[src/rtl/router_pkg.sv]
// Shared types and constants for the 1x3 router ingress path.
package router_pkg;

  typedef enum logic [2:0] {
    DECODE,
    WAIT_EMPTY,
    LOAD_FIRST,
    LOAD_DATA,
    LOAD_PARITY,
    CHECK
  } state_e;

  localparam logic [1:0] ADDR_INVALID = 2'b11;
  localparam int         NUM_PORTS    = 3;
  localparam int         LEN_W        = 6;

  function automatic logic [NUM_PORTS-1:0] port_onehot(input logic [1:0] addr);
    case (addr)
      2'd0:    port_onehot = 3'b001;
      2'd1:    port_onehot = 3'b010;
      2'd2:    port_onehot = 3'b100;
      default: port_onehot = 3'b000;
    endcase
  endfunction

endpackage

[src/rtl/router_parity_acc.sv]
// Running XOR parity accumulator (load / update / clear).
// Exists only when ROUTER_PARITY_CHECK_EN is defined.
`ifdef ROUTER_PARITY_CHECK_EN
module router_parity_acc #(
  parameter int DATA_W = 8
) (
  input  logic              clk,
  input  logic              rstn,
  input  logic              i_load,
  input  logic              i_update,
  input  logic              i_clear,
  input  logic [DATA_W-1:0] i_data,
  output logic [DATA_W-1:0] o_parity
);

  logic [DATA_W-1:0] r_acc;

  always_ff @(posedge clk or negedge rstn) begin
    if (!rstn) begin
      r_acc <= '0;
    end else if (i_clear) begin
      r_acc <= '0;
    end else if (i_load) begin
      r_acc <= i_data;
    end else if (i_update) begin
      r_acc <= r_acc ^ i_data;
    end
  end

  assign o_parity = r_acc;

endmodule
`endif

[src/rtl/router_ingress.sv]
// Router ingress: decodes the header, writes header/payload/parity into the selected FIFO.
// Build option ROUTER_PARITY_CHECK_EN adds the parity-mismatch term to err.
module router_ingress
  import router_pkg::*;
#(
  parameter int DATA_W = 8
) (
  input  logic                 clk,
  input  logic                 rstn,
  input  logic                 pkt_valid,
  input  logic [DATA_W-1:0]    data_in,
  input  logic [NUM_PORTS-1:0] fifo_full,
  input  logic [NUM_PORTS-1:0] fifo_empty,
  output logic                 busy,
  output logic [NUM_PORTS-1:0] write_enb,
  output logic                 lfd_state,
  output logic [DATA_W-1:0]    dout,
  output logic                 err
);

  state_e            r_state;
  state_e            w_next;
  logic [DATA_W-1:0] r_header;
  logic [1:0]        r_addr;
  logic [LEN_W-1:0]  r_len;
  logic [LEN_W-1:0]  r_count;
  logic              r_err;

  logic [1:0]        w_dest;
  logic [3:0]        w_full_pad;
  logic [3:0]        w_empty_pad;
  logic              w_full_sel;
  logic              w_empty_sel;
  logic              w_empty_dest;
  logic              w_accept;
  logic              w_wr;
  logic              w_pay_wr;
  logic              w_err_next;

  // Padding the flag vectors to 4 entries keeps the 2-bit index in range;
  // address 3 is never latched, so the pad values are never used.
  assign w_dest       = data_in[1:0];
  assign w_full_pad   = {1'b1, fifo_full};
  assign w_empty_pad  = {1'b0, fifo_empty};
  assign w_full_sel   = w_full_pad[r_addr];
  assign w_empty_sel  = w_empty_pad[r_addr];
  assign w_empty_dest = w_empty_pad[w_dest];
  assign w_accept     = (r_state == DECODE) && pkt_valid && (w_dest != ADDR_INVALID);

  always_comb begin
    w_next    = r_state;
    busy      = 1'b0;
    w_wr      = 1'b0;
    w_pay_wr  = 1'b0;
    lfd_state = 1'b0;
    dout      = '0;
    case (r_state)
      DECODE: begin
        if (w_accept) w_next = w_empty_dest ? LOAD_FIRST : WAIT_EMPTY;
      end
      WAIT_EMPTY: begin
        busy = 1'b1;
        if (w_empty_sel) w_next = LOAD_FIRST;
      end
      LOAD_FIRST: begin
        // Header is held here rather than dropped if the FIFO reports full.
        busy      = 1'b1;
        dout      = r_header;
        lfd_state = ~w_full_sel;
        if (!w_full_sel) begin
          w_wr   = 1'b1;
          w_next = LOAD_DATA;
        end
      end
      LOAD_DATA: begin
        busy = w_full_sel;
        dout = data_in;
        if (!pkt_valid) begin
          w_next = LOAD_PARITY;
        end else if (!w_full_sel) begin
          w_wr     = 1'b1;
          w_pay_wr = 1'b1;
        end
      end
      LOAD_PARITY: begin
        busy = w_full_sel;
        dout = data_in;
        if (!w_full_sel) begin
          w_wr   = 1'b1;
          w_next = CHECK;
        end
      end
      CHECK: begin
        busy   = 1'b1;
        w_next = DECODE;
      end
      default: w_next = DECODE;
    endcase
  end

  assign write_enb = w_wr ? port_onehot(r_addr) : '0;

`ifdef ROUTER_PARITY_CHECK_EN
  logic [DATA_W-1:0] w_parity;
  logic [DATA_W-1:0] r_rx_parity;
  logic              w_par_wr;

  assign w_par_wr = (r_state == LOAD_PARITY) && !w_full_sel;

  router_parity_acc #(
    .DATA_W (DATA_W)
  ) u_parity_acc (
    .clk      (clk),
    .rstn     (rstn),
    .i_load   (w_accept),
    .i_update (w_pay_wr),
    .i_clear  (r_state == CHECK),
    .i_data   (data_in),
    .o_parity (w_parity)
  );

  always_ff @(posedge clk or negedge rstn) begin
    if (!rstn) begin
      r_rx_parity <= '0;
    end else if (w_par_wr) begin
      r_rx_parity <= data_in;
    end
  end

  assign w_err_next = (w_parity != r_rx_parity) | (r_count != r_len);
`else
  assign w_err_next = (r_count != r_len);
`endif

  always_ff @(posedge clk or negedge rstn) begin
    if (!rstn) begin
      r_state  <= DECODE;
      r_header <= '0;
      r_addr   <= '0;
      r_len    <= '0;
      r_count  <= '0;
      r_err    <= 1'b0;
    end else begin
      r_state <= w_next;
      if (w_accept) begin
        r_header <= data_in;
        r_addr   <= w_dest;
        r_len    <= data_in[LEN_W+1:2];
        r_count  <= '0;
        r_err    <= 1'b0;
      end
      // Count is LEN_W bits and wraps on oversize packets, which the length check then sees.
      if (w_pay_wr) r_count <= r_count + 1'b1;
      if (r_state == CHECK) r_err <= w_err_next;
    end
  end

  assign err = r_err;

endmodule

[config.mk]
export PLATFORM = sky130hd
export DESIGN_NAME = router_ingress
export DESIGN_NICKNAME = d
export VERILOG_FILES = /design/src/rtl/router_pkg.sv /design/src/rtl/router_parity_acc.sv /design/src/rtl/router_ingress.sv
export SDC_FILE = /design/constraint.sdc
export NUM_CORES = 1
export LEC_CHECK = 0
export ABC_AREA = 1
export CAP_MARGIN = 15
export CORE_MARGIN = 3
export CORE_UTILIZATION = 53
export CTS_BUF_LIST = sky130_fd_sc_hd__clkbuf_16
export CTS_CLUSTER_SIZE = 12
export DETAILED_ROUTE_END_ITERATION = 6
export PLACE_DENSITY = 0.84
export SKIP_CTS_REPAIR_TIMING = 1
export SLEW_MARGIN = 10
export SYNTH_ARGS = -nofsm -noshare
export SYNTH_HDL_FRONTEND = slang
export SYNTH_SLANG_ARGS = --single-unit
export TNS_END_PERCENT = 5
[constraint.sdc]
create_clock -name clk -period 2.1 [get_ports clk]
set_input_delay 0.42 -clock clk [delete_from_list [all_inputs] [get_ports clk]]
set_output_delay 0.42 -clock clk [all_outputs]
set_load 0.03 [all_outputs]
==> results.json <==
{
  "status": "finished clean",
  "syn_avg_cell_area_um2": 7.70,
  "finalSetupViolCount": 0,
  "seq_area_frac_synth_pct": 35.3,
  "path_max_fanout": 3,
  "cts_made_buffers": 3,
  "worstHoldPathType": "primary input to async pin",
  "ff_latch_area_um2": 453,
  "critPathCaptureType": "output port",
  "p_leak_nw": 0.821,
  "final_util_pct": 74.1,
  "drt-pass1-iter-count": 6,
  "grt_pass1_vias": 1121,
  "clk_pin_slew_ns": 0.05,
  "synth_warnings": 0,
  "place_congestion": 0.869,
  "globalRouteOverflowTotal": 0,
  "antenna_found_initial": 0,
  "period_minus_slack_ns": 2.00,
  "synth.distinct_cells": 28,
  "wire_per_inst_um": 12.9,
  "antenna_left": 0,
  "multi_input_area_um2": 714,
  "irDropWorstVdd_v": 0.00114,
  "port_buffers": 30,
  "dieWidth_um": 55.1,
  "max_cap_viol_count": 0,
  "htree_levels": 1,
  "grt_max_degree": 20,
  "dpl.hpwl_mm": 2.26,
  "synth_top_area_share_pct": 35.3,
  "areaGrowthSynthToFinish_pct": 30.8,
  "synth-seq-cells": 18,
  "final_hold_viol_count": 0,
  "slew_viol_final": 0,
  "critPathKind": "primary input to output port",
  "cp_data_required_time_ns": 1.68,
  "clock_latency_ns": 0.25,
  "via_per_inst": 5.14,
  "period_share_pct": 95.3,
  "synth_area_um2": 1280,
  "clock_path_buffers": 2,
  "skew_ns": 0.00402,
  "crit_arrival_ns": 1.58,
  "die-area_um2": 3040,
  "reg2reg_depth": 6,
  "yosysTopAreaCell": "dfrtp_1",
  "drive_gt1_share_pct": 24.9,
  "worstMarginPinSlew_ns": 0.306,
  "holdWs_ns": 0.497,
  "syn_inst": 166,
  "cts_num_sinks": 18,
  "root_buffer": "clkbuf_16",
  "fin_tns_setup_ns": 0,
  "fin_nets": 220,
  "drt_iter0_markers": 12,
  "initial_core_util_pct": 56.7,
  "clock.fmax_ghz": 0.500,
  "rsz0062_at_grt": "false",
  "core_area_um2": 2250,
  "synth_area_leaders": "dfrtp_1 35%, nand2_1 12%, inv_1 6.5%, o21ai_1 5.1%, o21ai_2 4.8%",
  "grt_usage_pct": 21.8,
  "syn-num-nets": 184,
  "start_kind": "primary input",
  "fillCellCount": 185,
  "finalWirelength_mm": 2.96,
  "power_density_nw_per_um2": 1620,
  "diodes": 0,
  "p_total_mw": 2.70,
  "row_count": 17,
  "grt_pass1_wl_mm": 4.75,
  "die_h_um": 55.1,
  "cts_tree": "yes",
  "drc": 0,
  "num_vias": 1178,
  "ios": 31,
  "relSlewSlack_pct": 79.5
}
==> flip-flops by register name (all words and copies together) (netlist names) <==
name / flops
r_count: 6
err: 1
r_header: 8
r_state: 3
==> worst paths after layout <==
path / startpoint / to / slack [ns]
min: rstn / r_count[1]$_DFFE_PN0P_ / 0.50
max: pkt_valid / write_enb[0] / 0.1
min in group clk: r_header[4]$_DFFE_PN0P_ / r_header[4]$_DFFE_PN0P_ / 0.52
max in group asynchronous: rstn / r_state[1]$_DFFE_PN0P_ / 1.39
min reg2reg: r_header[4]$_DFFE_PN0P_ / r_header[4]$_DFFE_PN0P_ / 0.52
max reg2reg: r_state[1]$_DFFE_PN0P_ / r_state[1]$_DFFE_PN0P_ / 0.56
==> worst max-delay path, cell delays in order <==
cell,delay [ns]
clkdlybuf4s50_1,0.50
nand2_4,0.15
clkinv_2,0.09
o21ai_2,0.18
nor3_1,0.06
buf_4,0.17
==> synth_stat cells (all sizes together) <==
| master | n |
|---|---|
| a21oi | 3 |
| buf | 1 |
| clkinv | 1 |
| dfrtp | 18 |
| ha | 1 |
| inv | 27 |
| nand2 | 46 |
| nand3 | 13 |
| nand3b | 1 |
| nand4 | 5 |
| nor2 | 13 |
| nor3 | 4 |
| o211ai | 1 |
| o21ai | 21 |
| o22ai | 4 |
| or2 | 1 |
| xnor2 | 4 |
| xor2 | 2 |
==> report_power, final <==
part | total, mW | internal [mW] | leakage [nW] | switching, mW
combinational | 1.68 | 0.606 | 0.551 | 1.07
clock | 0.377 | 0.253 | 0.0385 | 0.124
sequential | 0.649 | 0.485 | 0.232 | 0.165
total | 2.70 | 1.34 | 0.821 | 1.36
==> per-layer routing <==
| metal | vias up | part of all wire, % | GRT usage (%) |
|---|---|---|---|
| met2 | 24 | 51 | 38.6 |
| met3 | 4 | 3.9 | 4.29 |
| met5 | - | 0 | 0 |
| met1 | 536 | 44 | 26.3 |
| li1 | 614 | - | - |
| met4 | 0 | 0.85 | 7.29 |
==> cell families after synthesis <==
kind of cell,share of synthesized area [%]
flip-flops,35.3
XOR/XNOR,4.11
buffers and inverters,9.21
AO/OA/AOI/OAI,14.9
adder cells (fa/ha/maj),0.979
AND/OR/NAND/NOR,35.6
==> cell type report <==
class | instances | area share, %
well taps | 28 | 2.10
multi-input cells | 119 | 42.8
clock inverters | 1 | 0.225
repair buffers | 32 | 16.9
inverters | 28 | 6.37
clock buffers | 3 | 4.49
flip-flops and latches | 18 | 27.1
==> through the flow <==
stage,instance area (um2),instances,worst slack [ns]
finish,1670,229,0.0980
detailed placement,1580,225,0.0966
global route,1670,229,0.0181
global placement,1580,225,0.124
floorplan,1280,166,0.124
CTS,1660,229,0.0601
==> placed cells by master, fill, tap and decap left out, drive strengths merged, types with 4 or more instances in the layout <==
master / Yosys / final
clkdlybuf4s50: 0 / 17
inv: 27 / 27
buf: 1 / 15
xnor2: 4 / 4
nand2: 46 / 46
nand4: 5 / 5
o21ai: 21 / 21
nand3: 13 / 13
nor2: 13 / 13
dfrtp: 18 / 18
o22ai: 4 / 4
nor3: 4 / 4
No activity file was read; power rests on OpenSTA's default activity.
